[src/rtl/uart7n_pkg.sv]
// Shared uart7n types and constants: TX state encoding, parity/stop selectors, bit-period helper.
package uart7n_pkg;

    typedef enum logic [2:0] {
        IDLE,
        START,
        DATA,
        PARITY,
        STOP1,
        STOP2
    } tx_state_t;

    localparam logic PARITY_EVEN = 1'b0;
    localparam logic PARITY_ODD  = 1'b1;
    localparam logic STOP_ONE    = 1'b0;
    localparam logic STOP_TWO    = 1'b1;

    // Clocks per line bit, rounded to nearest.
    function automatic int unsigned calc_div(input int unsigned clk_hz, input int unsigned baud);
        return (clk_hz + baud / 2) / baud;
    endfunction

endpackage

[src/rtl/uart7n_baud_tick.sv]
// Bit-period timer: free-running 0..p_div-1, restarted by clr; tick marks the last clock of a bit.
module uart7n_baud_tick #(
    parameter int unsigned p_div = 434
) (
    input  logic clk,
    input  logic rst_n,
    input  logic clr,
    output logic tick
);

    localparam int unsigned CW = (p_div > 1) ? $clog2(p_div) : 1;

    logic [CW-1:0] cnt;

    always_ff @(posedge clk) begin
        if (!rst_n || clr) begin
            cnt <= '0;
        end else if (cnt == CW'(p_div - 1)) begin
            cnt <= '0;
        end else begin
            cnt <= cnt + 1'b1;
        end
    end

    assign tick = (cnt == CW'(p_div - 1));

endmodule

[src/rtl/uart7n_tx.sv]
// 7-bit UART transmitter with optional even/odd parity and one or two stop bits.
// Request is taken only in IDLE; all outputs are registered so the line never glitches.
module uart7n_tx
    import uart7n_pkg::*;
#(
    parameter int unsigned p_clk_speed_hz = 50_000_000,
    parameter int unsigned p_baud_rate    = 115_200
) (
    input  logic       clk_i,
    input  logic       rst_n_i,
    input  logic       enable_tx_i,
    input  logic [6:0] data_tx_i,
    input  logic       parity_en_i,
    input  logic       parity_sel_i,
    input  logic       stop_sel_i,
    output logic       data_o,
    output logic       tx_busy_o,
    output logic       tx_data_sent_o
);

    localparam int unsigned DIV = calc_div(p_clk_speed_hz, p_baud_rate);

    if (DIV < 2) begin : g_div_check
        $error("uart7n_tx: clocks per bit must be at least 2");
    end

    tx_state_t  state, state_nxt;
    logic [2:0] bit_idx, bit_idx_nxt;
    logic [6:0] char_q;
    logic       par_en_q, par_sel_q, stop_two_q;
    logic       tick, accept, par_bit;
    logic       data_nxt, busy_nxt, sent_nxt;

    assign accept  = (state == IDLE) && enable_tx_i;
    assign par_bit = (^char_q) ^ (par_sel_q == PARITY_ODD);

    // Restarting the timer on accept aligns every bit boundary to the accept edge.
    uart7n_baud_tick #(.p_div(DIV)) u_baud (
        .clk   (clk_i),
        .rst_n (rst_n_i),
        .clr   (accept),
        .tick  (tick)
    );

    always_ff @(posedge clk_i) begin
        if (!rst_n_i) begin
            state          <= IDLE;
            bit_idx        <= '0;
            data_o         <= 1'b1;
            tx_busy_o      <= 1'b0;
            tx_data_sent_o <= 1'b0;
        end else begin
            state          <= state_nxt;
            bit_idx        <= bit_idx_nxt;
            data_o         <= data_nxt;
            tx_busy_o      <= busy_nxt;
            tx_data_sent_o <= sent_nxt;
        end
    end

    always_ff @(posedge clk_i) begin
        if (!rst_n_i) begin
            char_q     <= '0;
            par_en_q   <= 1'b0;
            par_sel_q  <= PARITY_EVEN;
            stop_two_q <= STOP_ONE;
        end else if (accept) begin
            char_q     <= data_tx_i;
            par_en_q   <= parity_en_i;
            par_sel_q  <= parity_sel_i;
            stop_two_q <= stop_sel_i;
        end
    end

    always_comb begin
        state_nxt   = state;
        bit_idx_nxt = bit_idx;
        case (state)
            IDLE: begin
                if (enable_tx_i) state_nxt = START;
            end
            START: begin
                if (tick) begin
                    state_nxt   = DATA;
                    bit_idx_nxt = '0;
                end
            end
            DATA: begin
                if (tick) begin
                    if (bit_idx == 3'd6) state_nxt = par_en_q ? PARITY : STOP1;
                    else                 bit_idx_nxt = bit_idx + 3'd1;
                end
            end
            PARITY: begin
                if (tick) state_nxt = STOP1;
            end
            STOP1: begin
                if (tick) state_nxt = (stop_two_q == STOP_TWO) ? STOP2 : IDLE;
            end
            STOP2: begin
                if (tick) state_nxt = IDLE;
            end
            default: state_nxt = IDLE;
        endcase
    end

    // Outputs are decoded from the upcoming state so the registered line changes on the bit edge.
    always_comb begin
        data_nxt = 1'b1;
        case (state_nxt)
            START:   data_nxt = 1'b0;
            DATA:    data_nxt = char_q[bit_idx_nxt];
            PARITY:  data_nxt = par_bit;
            default: data_nxt = 1'b1;
        endcase
        busy_nxt = (state_nxt != IDLE);
        sent_nxt = (state != IDLE) && (state_nxt == IDLE);
    end

endmodule

[config.mk]
export PLATFORM = sky130hd
export DESIGN_NAME = uart7n_tx
export DESIGN_NICKNAME = d
export VERILOG_FILES = /design/src/rtl/uart7n_pkg.sv /design/src/rtl/uart7n_baud_tick.sv /design/src/rtl/uart7n_tx.sv
export SDC_FILE = /design/constraint.sdc
export NUM_CORES = 1
export LEC_CHECK = 0
export CORE_ASPECT_RATIO = 2
export CORE_UTILIZATION = 50
export DETAILED_ROUTE_END_ITERATION = 8
export MAX_ROUTING_LAYER = met4
export PLACE_DENSITY_LB_ADDON = 0.05
export REMOVE_ABC_BUFFERS = 1
export SYNTH_ARGS = -nofsm -noshare
export SYNTH_HDL_FRONTEND = slang
export SYNTH_SLANG_ARGS = --single-unit
[constraint.sdc]
create_clock -name clk_i -period 2.4 [get_ports clk_i]
set_clock_uncertainty 0.15 [all_clocks]
set_input_delay 0.48 -clock clk_i [delete_from_list [all_inputs] [get_ports clk_i]]
set_output_delay 0.48 -clock clk_i [all_outputs]
set_load 0.02 [all_outputs]
==> flow_summary.toml <==
[global_routing]
grt_pass1_vias = 1228
grt_usage = 0.230
grt_pass1_wl_um = 4960
grt_max_degree = 17
antenna_found_initial = 0
gr-total-overflow = 0

[sta]
hold_viol = 0
final.min_clock_period_ps = 2300
setup_ws_ps = 103
final-setup-viol-count = 0
period_share = 0.957
fmax_mhz = 435
slew_viol_final = 0
worst_pin_slew_ps = 436
relSlewSlack = 0.709

[setup_path]
worstSetupEndpointType = "flop"
path_class = "reg -> reg"
cp.arrival_ps = 2320
required_ps = 2430
critPathMaxFanout = 5
start_kind = "flop"

[clocking]
cts.reportedPaths.clkPinSlew_ps = 100
insertion_delay_ps = 280
clk_path_buf_depth = 2
h-tree-depth = 1
cts_root_buffer = "clkbuf_8"
clkSinkCount = 28
cts_tree = "done"
ctsHoldBuffers = 0
cts_buffers = 3

[route]
ant_nets = 0
dr.pass1.iters = 4
wl_per_cell_um = 14.4
vias_per_cell = 5.70
vias = 1282
drc = 0
drtIter0Drc = 53
postRouteWirelength_um = 3230

[placement]
post_dp_cell_area_mm2 = 0.00169
hpwl_um = 2540
pre_cts_ws_ps = 140
gp_congestion = 0.892
numPortBuffers = 15
dp.cells = 218

[job]
cap_violations = 0

[floorplanning]
die_area_mm2 = 0.00322
io_pins = 16
die_x_um = 40.6
placeableCoreArea_mm2 = 0.00280
initial_core_util = 0.531
die_h_um = 79.2
rows = 27

[worst_hold_path]
min_path_type = "reg -> reg"

[logic_synthesis]
yosysTopAreaCell = "dfxtp_1"
synth.distinct_cells = 43
yosys_warnings = 0
synthTopCellsByArea = "dfxtp_1, nand2_1, xnor2_1"
async_flop_share = 0
ys_ff_latch = 28
synth-edff-count = 0
synth_area_mm2 = 0.00149
synth_cells = 175
synthFlopType = "dfxtp_1"
synth_top_area_share = 0.376
syn_avg_cell_area_um2 = 8.52
synth_seq_area_share = 0.376

[final_layout]
postLayoutCellArea_mm2 = 0.00177
areaGrowthSynthToFinish_pct = 18.9
fin_nets = 214
drive_above_1_share = 0.138
final_cell_count_no_fill = 225
antennaDiodeCount = 0

[power]
p_leak_nw = 0.667
power.density_mw_per_mm2 = 518
vdd_drop_max_v = 0.000456

[status]
status = "finished clean"
flip-flops by register name, indices dropped and copies added, names as in the netlist:
register,flops
bit_idx,3
char_q,7
data_o,1
par_en_q,1
par_sel_q,1
state,3
stop_two_q,1
tx_busy_o,1
tx_data_sent_o,1
u_baud.cnt,9
metal layers:
layer / vias up / track usage / routed length [µm] / share of wire
li1: 636 / - / - / -
met1: 609 / 0.179 / 1070 / 0.33
met2: 24 / 0.429 / 1940 / 0.60
met3: 13 / 0.0251 / 56 / 0.017
met4: 0 / 0.157 / 165 / 0.051
met5: - / - / 0 / 0
stage by stage:
stage,hold WS (ps),setup TNS (ps),util,power [mW]
floorplan,279,0,-,0.575
detailed placement,305,0,0.601,0.629
finish,323,0,0.632,0.918
global route,340,-2.19,0.632,0.952
CTS,326,0,0.621,0.922
global placement,291,0,0.601,0.625
repair_timing:
| action | CTS | global route |
|---|---|---|
| endpoints found under the setup margin | 0 | 1 |
| resized for setup | 0 | 3 |
| endpoints found under the hold margin | 0 | 0 |
| buffers inserted | 0 | 2 |
synthesized netlist by cell type, types with 2 or more instances:
library cell,count
nor3_1,2
xnor2_1,11
mux2i_1,4
mux2_2,2
ha_1,4
buf_2,2
clkbuf_1,5
a21oi_1,5
nand3_1,7
a21boi_0,10
dfxtp_1,28
and3_1,4
and2_1,4
o21ai_0,5
nand2_1,31
xor2_1,2
nor2_1,18
inv_1,6
final cells by class:
| class | count | area, µm² |
|---|---|---|
| fill | 266 | 1030 |
| multi-input combinational | 134 | 880 |
| sequential | 28 | 561 |
| timing repair buffer | 24 | 218 |
| clock buffer | 4 | 55.1 |
| tap | 29 | 36.3 |
| inverter | 6 | 22.5 |
worst paths after layout:
check | from | endpoint | slack, ps | cells after the start
max | bit_idx[0]$_SDFF_PN0_ | data_o$_SDFF_PN1_ | 100 | 9
min | u_baud.cnt[0]$_SDFF_PP0_ | u_baud.cnt[0]$_SDFF_PP0_ | 320 | 1
max reg2reg | bit_idx[0]$_SDFF_PN0_ | data_o$_SDFF_PN1_ | 100 | 9
min reg2reg | u_baud.cnt[0]$_SDFF_PP0_ | u_baud.cnt[0]$_SDFF_PP0_ | 320 | 1
report_power, final:
group,total [mW],switching (mW),internal (mW)
Clock,0.299,0.152,0.147
Sequential,0.500,0.0177,0.482
Combinational,0.119,0.0531,0.0657
worst max-delay path, cell delays in order (launching register included):
cell and delay, ps:
dfxtp_1 370, inv_2 110, ha_1 200, nand2_1 130, o211ai_1 260, a21oi_1 100
a21oi_1 120, o21a_1 180, or3b_1 370, o32a_2 190
cells by family after synthesis:
logic type	Yosys count	synth area share
and+or+nand+nor	79	0.263
muxes	7	0.0521
adders and majority gates	4	0.0336
buffers and inverters	14	0.0445
DFF	28	0.376
AOI/OAI and AO/OA	30	0.154
xor gates and xnor gates	13	0.0764
cell usage in the layout (no fill, tap or decap), types with 2 or more instances in the layout:
| cell | count |
|---|---|
| o21ai_0 | 5 |
| ha_1 | 4 |
| clkdlybuf4s50_1 | 15 |
| buf_4 | 9 |
| xnor2_1 | 11 |
| a21oi_1 | 5 |
| and2_1 | 4 |
| and3_1 | 4 |
| inv_1 | 5 |
| nor2_1 | 18 |
| nor3_1 | 2 |
| nand2_1 | 31 |
| clkbuf_8 | 4 |
| nand3_1 | 7 |
| a21boi_0 | 10 |
| mux2_2 | 2 |
| xor2_1 | 2 |
| dfxtp_1 | 28 |
| mux2i_1 | 4 |
Note: power is estimated with default switching activity, not from simulation.
